## config.mk

```make
export PLATFORM = sky130hd
export DESIGN_NAME = mdll_sel_ctrl
export DESIGN_NICKNAME = d
export VERILOG_FILES = /design/src/rtl/mdll_sel_ctrl.sv
export SDC_FILE = /design/constraint.sdc
export NUM_CORES = 1
export LEC_CHECK = 0
export CORE_UTILIZATION = 43
export CTS_CLUSTER_SIZE = 40
export DETAILED_ROUTE_END_ITERATION = 10
export PLACE_DENSITY_LB_ADDON = 0.2
export SYNTH_ARGS = -nofsm -noshare
export SYNTH_HDL_FRONTEND = slang
export SYNTH_SLANG_ARGS = --single-unit
export TNS_END_PERCENT = 1
```

## constraint.sdc

```tcl
create_clock -name clk_i -period 2.2 [get_ports clk_i]
set_clock_uncertainty 0.2 [all_clocks]
set_input_delay 0.22 -clock clk_i [delete_from_list [all_inputs] [get_ports clk_i]]
set_output_delay 0.22 -clock clk_i [all_outputs]
set_load 0.005 [all_outputs]
```

## src/rtl/mdll_sel_ctrl.sv

```systemverilog
// Injection-select controller for the MDLL ring mux: owns the N/M sub-period counters,
// picks ring / divider tap / reference injection, and tracks missed references and lock.
module mdll_sel_ctrl #(
  parameter int N_W         = 4,
  parameter int M_W         = 2,
  parameter int MISS_W      = 8,
  parameter int LOCK_FRAMES = 4,
  parameter int N_DEF       = 4,
  parameter int M_DEF       = 2
) (
  input  logic              clk_i,
  input  logic              rst_ni,
  input  logic              en_i,
  input  logic [N_W-1:0]    n_cfg_i,
  input  logic [M_W-1:0]    m_cfg_i,
  input  logic              ref_vld_i,
  output logic [1:0]        sel_o,
  output logic [N_W-1:0]    n_cnt_o,
  output logic [M_W-1:0]    m_cnt_o,
  output logic              frame_done_o,
  output logic              locked_o,
  output logic [MISS_W-1:0] miss_cnt_o,
  output logic              cfg_err_o
);

  localparam int G_W = $clog2(LOCK_FRAMES + 1);
  localparam logic [1:0] SEL_RING = 2'b00;
  localparam logic [1:0] SEL_TAP  = 2'b10;
  localparam logic [1:0] SEL_INJ  = 2'b01;

  typedef enum logic {IDLE, RUN} state_e;

  state_e            state_q, state_d;
  logic [N_W-1:0]    nSh_q, nSh_d, nCnt_q, nCnt_d;
  logic [M_W-1:0]    mSh_q, mSh_d, mCnt_q, mCnt_d;
  logic [1:0]        sel_q, sel_d;
  logic              frameDone_q, frameDone_d;
  logic              locked_q, locked_d;
  logic [MISS_W-1:0] missCnt_q, missCnt_d;
  logic [G_W-1:0]    good_q, good_d;
  logic              cfgErr_q, cfgErr_d;

  logic cfgValid, nWrap, lastM, frameEnd;

  assign cfgValid = (n_cfg_i != '0) && (m_cfg_i != '0);
  assign nWrap    = (state_q == RUN) && (nCnt_q == nSh_q);
  assign lastM    = (mCnt_q == mSh_q);
  assign frameEnd = nWrap && lastM;

  always_ff @(posedge clk_i) begin
    if (!rst_ni) begin
      state_q     <= IDLE;
      nSh_q       <= N_W'(N_DEF);
      mSh_q       <= M_W'(M_DEF);
      nCnt_q      <= '0;
      mCnt_q      <= '0;
      sel_q       <= SEL_RING;
      frameDone_q <= 1'b0;
      locked_q    <= 1'b0;
      missCnt_q   <= '0;
      good_q      <= '0;
      cfgErr_q    <= 1'b0;
    end else begin
      state_q     <= state_d;
      nSh_q       <= nSh_d;
      mSh_q       <= mSh_d;
      nCnt_q      <= nCnt_d;
      mCnt_q      <= mCnt_d;
      sel_q       <= sel_d;
      frameDone_q <= frameDone_d;
      locked_q    <= locked_d;
      missCnt_q   <= missCnt_d;
      good_q      <= good_d;
      cfgErr_q    <= cfgErr_d;
    end
  end

  always_comb begin
    state_d = state_q;
    case (state_q)
      IDLE:    if (en_i && cfgValid) state_d = RUN;
      RUN:     if (frameEnd && !en_i) state_d = IDLE;
      default: state_d = IDLE;
    endcase
  end

  always_comb begin
    nSh_d       = nSh_q;
    mSh_d       = mSh_q;
    nCnt_d      = nCnt_q;
    mCnt_d      = mCnt_q;
    sel_d       = sel_q;
    frameDone_d = 1'b0;
    locked_d    = locked_q;
    missCnt_d   = missCnt_q;
    good_d      = good_q;
    cfgErr_d    = cfgErr_q;
    case (state_q)
      IDLE: begin
        sel_d    = SEL_RING;
        nCnt_d   = '0;
        mCnt_d   = '0;
        locked_d = 1'b0;
        good_d   = '0;
        if (en_i) begin
          if (cfgValid) begin
            nSh_d    = n_cfg_i;
            mSh_d    = m_cfg_i;
            nCnt_d   = N_W'(1);
            mCnt_d   = M_W'(1);
            cfgErr_d = 1'b0;
          end else begin
            cfgErr_d = 1'b1;
          end
        end
      end
      RUN: begin
        nCnt_d = nWrap ? N_W'(1) : nCnt_q + N_W'(1);
        if (nWrap) mCnt_d = lastM ? M_W'(1) : mCnt_q + M_W'(1);
        if (nWrap && !lastM)        sel_d = SEL_TAP;
        else if (frameEnd)          sel_d = ref_vld_i ? SEL_INJ : SEL_RING;
        else if (mCnt_q == M_W'(1)) sel_d = SEL_RING;
        if (frameEnd) begin
          frameDone_d = 1'b1;
          if (ref_vld_i) begin
            if (good_q != G_W'(LOCK_FRAMES)) good_d = good_q + G_W'(1);
            locked_d = (good_d == G_W'(LOCK_FRAMES));
          end else begin
            if (missCnt_q != '1) missCnt_d = missCnt_q + MISS_W'(1);
            good_d   = '0;
            locked_d = 1'b0;
          end
          // Stopping only ever happens here, so the frame in flight always completes.
          if (en_i) begin
            if (cfgValid) begin
              nSh_d    = n_cfg_i;
              mSh_d    = m_cfg_i;
              cfgErr_d = 1'b0;
            end else begin
              cfgErr_d = 1'b1;
            end
          end else begin
            nCnt_d   = '0;
            mCnt_d   = '0;
            sel_d    = SEL_RING;
            locked_d = 1'b0;
            good_d   = '0;
          end
        end
      end
      default: ;
    endcase
  end

  assign sel_o        = sel_q;
  assign n_cnt_o      = nCnt_q;
  assign m_cnt_o      = mCnt_q;
  assign frame_done_o = frameDone_q;
  assign locked_o     = locked_q;
  assign miss_cnt_o   = missCnt_q;
  assign cfg_err_o    = cfgErr_q;

endmodule
```

==> results of run 1 <==
## flip-flops by register name, indices dropped and copies added, names as in the netlist
name          count
cfg_err_o         1
frame_done_o      1
good_q            3
locked_o          1
mSh_q             2
m_cnt_o           2
miss_cnt_o        8
nSh_q             4
n_cnt_o           4
sel_o             2
state_q           1
## synthesized netlist by cell type, types with 3 or more instances
master	number	area share, %
dfxtp_1	29	38
nand2_1	22	5.4
mux2i_1	14	9.2
nor2_1	9	2.2
nand3_1	8	2.6
nand2b_1	7	2.9
xnor2_1	6	3.4
a21oi_1	5	1.6
clkbuf_1	5	1.2
ha_1	5	4.1
nor3_1	5	1.6
o21ai_0	5	1.6
inv_1	4	0.98
and3_1	3	1.2
and4_1	3	1.7
nand4_1	3	1.2
nor4_2	3	2.5
or4_1	3	1.5
xor2_1	3	1.7
## routing by layer
layer,vias to the layer above,global-route usage [%],share of wire (%)
met5,-,0,0
met4,0,10.2,1.7
met3,5,5.04,3.0
met2,20,33.6,47
met1,638,26.7,49
li1,685,-,-
## through the flow
stage	utilization (%)	std cells	setup WS, ps
after floorplan	-	169	281
after global placement	55.8	242	70.6
after detailed placement	55.8	242	42.3
after CTS	58.3	250	116
after global routing	58.6	250	32.7
final	58.6	250	209
## worst max-delay path: stages (launching register included)
cell and delay (ps):
dfxtp_2 360, xor2_1 170, or4_1 490, buf_4 190
o41a_1 370, o21a_1 100
## logic make-up (layout without fill, tap and decap cells)
family	after synthesis	in the layout	share of synthesized area [%]
xor gates and xnor gates	9	9	5.16
adders and majority gates	5	5	4.10
DFF	29	29	38.0
muxes	14	14	9.18
and+or+nand+nor	77	77	28.8
buffers and inverters	11	46	2.95
AOI/OAI and AO/OA	24	24	11.8
## layout make-up
class / count / share of cell area (%)
Sequential cell: 29 / 29.5
Timing Repair Buffer: 33 / 16.1
Tap cell: 46 / 2.92
Clock buffer: 7 / 2.79
Multi-Input combinational cell: 129 / 46.2
Inverter: 5 / 0.952
Clock inverter: 1 / 1.52
## final timing paths
kind / endpoint / slack [ps] / cells after the start
min: nSh_q[1]$_SDFFE_PN0P_ / 270 / 3
min reg2reg: locked_o$_SDFFE_PN0P_ / 270 / 2
max reg2reg: miss_cnt_o[7]$_SDFFE_PN0P_ / 210 / 5
max: miss_cnt_o[7]$_SDFFE_PN0P_ / 210 / 5
## power breakdown
part | internal (W) | switching [W]
combinational | 0.0000635 | 0.0000729
clock | 0.000271 | 0.000190
sequential | 0.000539 | 0.0000133
total | 0.000874 | 0.000277
## timing repair
| item | in CTS | in global routing |
|---|---|---|
| resized for setup | 0 | 2 |
| buffers inserted | 0 | 0 |
| endpoints found under the setup margin | 0 | 1 |
==> impl_results.md, run 1 <==
* # fillers at between 300 and 400
* Worst Hold Class: primary input to flip-flop
* Layout Nets at 218
* Top-level I/O count at 29
* GRT overflow at 0
* Sequential fraction of the synthesis area at 38.0%
* Final period util at around nine tenths
* Vias in the first global route at approximately 1.2k
* Core area at between 0.003 and 0.004 sq mm
* Min-delay src: n_cfg_i[1]
* CP required at ~2200 ps
* Global-route wire length before repair at approximately 5.7 mm
* Die area at 0.00379 sq mm
* DRC at 0
* Status: finished, final reports clean
* RSZ-0062 raised after global routing: no
* Most frequent cells in the layout: dfxtp_1 (28), clkdlybuf4s50_1 (28), nand2_1 (22)
* Syn Area/Cell at 9.03 sq um
* Worst-Margin Slew at 459 ps
* Share of cells above drive strength 1 at a little over a tenth
* Synthesized flop and latch total at 29
* GP Congestion at ~0.80
* Library cells used by synthesis at 40
* Area delta synth->final at 29.1%
* Max VDD drop at between 0.0003 and 0.0004 V
* Finished Cell Area at a little under 0.002 sq mm
* CTS buffer count at 5
* Max-slew violations at 0
* CTS tree: built
* Hold bufs inserted after CTS at 0
* Power per Cell Area at just under 600 mW/mm^2
* Vias/cell at ~5.4
* Routed WL per cell at around 14 um
* Worst-path clk slew at 100 ps
* Detailed Route Iter0 Violations at 32
* Longest Clk Path Bufs at 2
* Final Hold Viols at 0
* Leakage at a little under 0.7 nW
* Minimum clock period at 1990 ps
* Cells after Synth at ~170
* Worst slew margin at a little over two thirds
* Main synth FF type: dfxtp_1
* Power Total at about 0.0012 W
* Crit path DAT at 2020 ps
* Max-Cap Viols at 0
* Routed vias at ~1.3k
* Crit Path Class: flip-flop to flip-flop
* Synth warnings at 0
* DIE WIDTH at between 60 and 70 um
* Worst-Skew Late Latency at 330 ps
* Number of flops mapped to enable cells by yosys at 0
* Clock sink total at 29
* Crit path from: m_cnt_o[1]$_SDFF_PN0_
* Die Y-Extent at roughly 62 um
* Cell area after placement at 0.00188 sq mm
* Diodes inserted at 0
* Cell Rows at 21
* R2r startpoint: m_cnt_o[1]$_SDFF_PN0_
* Fmax achieved at approximately 0.50 GHz
* Initial antenna violation count at 0
* Final setup fails at 0
* IO buf count at 28
* Total Routing Usage GR at a little over a fifth
* Multi-input logic area at approximately 900 sq um
* CTS Root Cell: clkbuf_4
* Crit path max fanout at 9
* Post-DP HPWL at between 2 and 3 mm
* Asr flop ratio synth at 0%
* Total Routed Length at ~3.4 mm
* Htree depth at 2
* Post-Route Setup TNS at 0 ps
* Cell Area, Synth at 0.00153 sq mm
* Reg area at about 580 sq um
* Initial Util at approximately 45%
* Largest net degree at the start of global routing at 28
* Worst setup EP type: flip-flop
* Syn_nets at approximately 180
* Hold_ws at between 200 and 300 ps
* TritonRoute pass-1 iters at 4
* ANT nets after route at 0
* Crit start category: flip-flop
Note: power is estimated with default switching activity, not from simulation.
==> run 2: changes to the inputs <==
- CORE_UTILIZATION: 43 -> 50
- CTS_BUF_LIST: default -> sky130_fd_sc_hd__clkbuf_4 sky130_fd_sc_hd__clkbuf_8 sky130_fd_sc_hd__clkbuf_16
- SETUP_SLACK_MARGIN: default -> 0.05
==> run 2 against run 1 <==
The flow now finishes with violations (DRC). Combinational power is 3% higher. Non-clock buffer count is 1 higher. First-iteration DRC count is 88% higher. Flip-flop and latch count stayed put. Power is 7.8% higher. Routed wire length is 2.1% higher. Largest power group unchanged. Die area is 14% lower. Sequential share of layout area is 0.14 points lower. Design area is 0.25% higher. Setup slack worse by 17 ps. Critical endpoint is now miss_cnt_o[2]$_SDFFE_PN0P_.
==> impl_results.md, run 2 (synthesized netlist as in run 1, its figures left out) <==
* Final setup fails at 0 (unchanged)
* CP required at 2260 ps (+40 ps)
* # fillers at 234 (-33%)
* Hold bufs inserted after CTS at 0 (unchanged)
* Worst Hold Class: primary input to flip-flop
* Total Routed Length at 3.47 mm (+2.1%)
* Crit Path Class: flip-flop to flip-flop
* Max VDD drop at 0.000415 V (+26%)
* Power per Cell Area at 628 mW/mm^2 (+7.5%)
* Failing checks: DRC
* Worst-Margin Slew at 462 ps (+3.20 ps)
* Worst setup margin at 191 ps (-17.4 ps)
* Global-route wire length before repair at 5.75 mm (+0.60%)
* Worst-path clk slew at 100 ps (about the same)
* Final non-filler cell total at 236 (-5.6%)
* Crit path max fanout at 9 (unchanged)
* Initial Util at 54.0% (+8.6 points)
* Crit path DAT at 2070 ps (+50 ps)
* Cell Rows at 19 (-9.5%)
* Diodes inserted at 0 (unchanged)
* Worst slew margin at 69.2% (-0.21 points)
* Area delta synth->final at 29.4%
* Most frequent cells in the layout: dfxtp_1 (29), clkdlybuf4s50_1 (28), nand2_1 (22)
* IO buf count at 28 (unchanged)
* Vias in the first global route at 1270 (+1.7%)
* Largest net degree at the start of global routing at 19 (-32%)
* Leakage at 0.701 nW (+2.0%)
* Worst-Skew Late Latency at 330 ps (about the same)
* Detailed Route Iter0 Violations at 60 (+88%)
* Htree depth at 2 (unchanged)
* DIE WIDTH at 57.3 um (-7.0%)
* Routed WL per cell at 14.7 um (+8.2%)
* Post-CTS Setup Bufs at 0 (unchanged)
* Top-level I/O count at 29 (unchanged)
* Total Routing Usage GR at 23.3% (+2.2 points)
* Max-slew violations at 0 (unchanged)
* Initial antenna violation count at 0 (unchanged)
* DRC at 4 (+4)
* Max-Cap Viols at 0 (unchanged)
* CTS Root Cell: clkbuf_4
* Fmax achieved at 0.498 GHz (-0.87%)
* TritonRoute pass-1 iters at 7 (+3)
* Routed vias at 1366 (+1.3%)
* Final Hold Viols at 0 (unchanged)
* Post-DP HPWL at 2.60 mm (+2.7%)
* GRT overflow at 0 (unchanged)
* Setup WS pre-CTS at 56.8 ps (+14.5 ps)
* ANT nets after route at 0 (unchanged)
* Die area at 0.00328 sq mm (-14%)
* Core area at 0.00283 sq mm (-16%)
* CTS tree: built
* Vias/cell at 5.79 (+7.3%)
* Clock sink total at 29 (unchanged)
* Layout Nets at 219 (+0.46%)
* Final period util at 91.3% (+0.79 points)
* Status: finished with violations
* GP Congestion at 0.857 (+7.0%)
* CTS buffer count at 5 (unchanged)
* Crit start category: flip-flop
* Worst setup EP type: flip-flop
* Minimum clock period at 2010 ps (+17.4 ps)
* Max reg flops at 8 (unchanged)
* Commonest non-fill, non-tap cell in the layout: dfxtp_1
* RSZ-0062 raised after global routing: no
* Post-placement cell count at 228 (-5.8%)
* Longest Clk Path Bufs at 2 (unchanged)
* Post-Route Setup TNS at 0 ps (unchanged)
* Die Y-Extent at 57.3 um (-7.0%)
* Share of cells above drive strength 1 at 11.2% (+0.44 points)
[run 2: cell types whose count changed in the layout (fill, tap and decap cells not counted), sizes merged]
| cell | before | now |
|---|---|---|
| buf | 5 | 6 |
| bufinv | 1 | 2 |
| clkbuf | 7 | 5 |
| clkinv | 0 | 1 |
[run 2: what timing repair did]
action                     CTS  global route
setup endpoints to repair    0             3
gates resized for setup      0             1
hold endpoints to repair     0             0
[run 2: path summary, 6_finish.rpt]
check,from,end,slack (ps),depth (start not counted)
max,m_cnt_o[1]$_SDFF_PN0_,miss_cnt_o[2]$_SDFFE_PN0P_,190,5
min,n_cfg_i[3],nSh_q[3]$_SDFFE_PN0P_,270,3
max reg2reg,m_cnt_o[1]$_SDFF_PN0_,miss_cnt_o[2]$_SDFFE_PN0P_,190,5
min reg2reg,locked_o$_SDFFE_PN0P_,locked_o$_SDFFE_PN0P_,280,2
[run 2: critical path, cell delays in order (launching register included)]
cell	delay, ps
dfxtp_1	360
xor2_1	180
or4_1	490
buf_4	190
nor4b_2	320
mux2i_1	210
[run 2: layout make-up]
cell class | instances | area (sq um) | share of cell area (%)
Clock buffer | 5 | 37.5 | 1.90
Clock inverter | 3 | 65.1 | 3.29
Inverter | 5 | 18.8 | 0.950
Multi-Input combinational cell | 129 | 910 | 46.0
Sequential cell | 29 | 581 | 29.4
Tap cell | 31 | 38.8 | 1.96
Timing Repair Buffer | 34 | 325 | 16.5
[run 2: report_power, final]
part / total, W / switching, W / leakage [nW] / internal, W
clock: 0.000548 / 0.000196 / 0.0552 / 0.000352
sequential: 0.000553 / 0.0000138 / 0.235 / 0.000539
combinational: 0.000140 / 0.0000746 / 0.410 / 0.0000649
[run 2: routing by layer]
metal / global-route usage (%) / vias up / part of all wire [%]
li1: - / 680 / -
met1: 29.3 / 645 / 44
met2: 38.7 / 34 / 51
met3: 5.22 / 7 / 4.2
met4: 9.76 / 0 / 1.4
met5: 0 / - / 0
[run 2: stage by stage]
stage                     area [sq um]  power (W)  utilization [%]  hold slack (ps)
after floorplan                   1530   0.000643                -              162
after global placement            1860   0.000695             65.9              246
after detailed placement          1860   0.000699             65.9              270
after CTS                         1970    0.00124             69.5              267
after global routing              1980    0.00128             69.8              285
final                             1980    0.00124             69.8              269
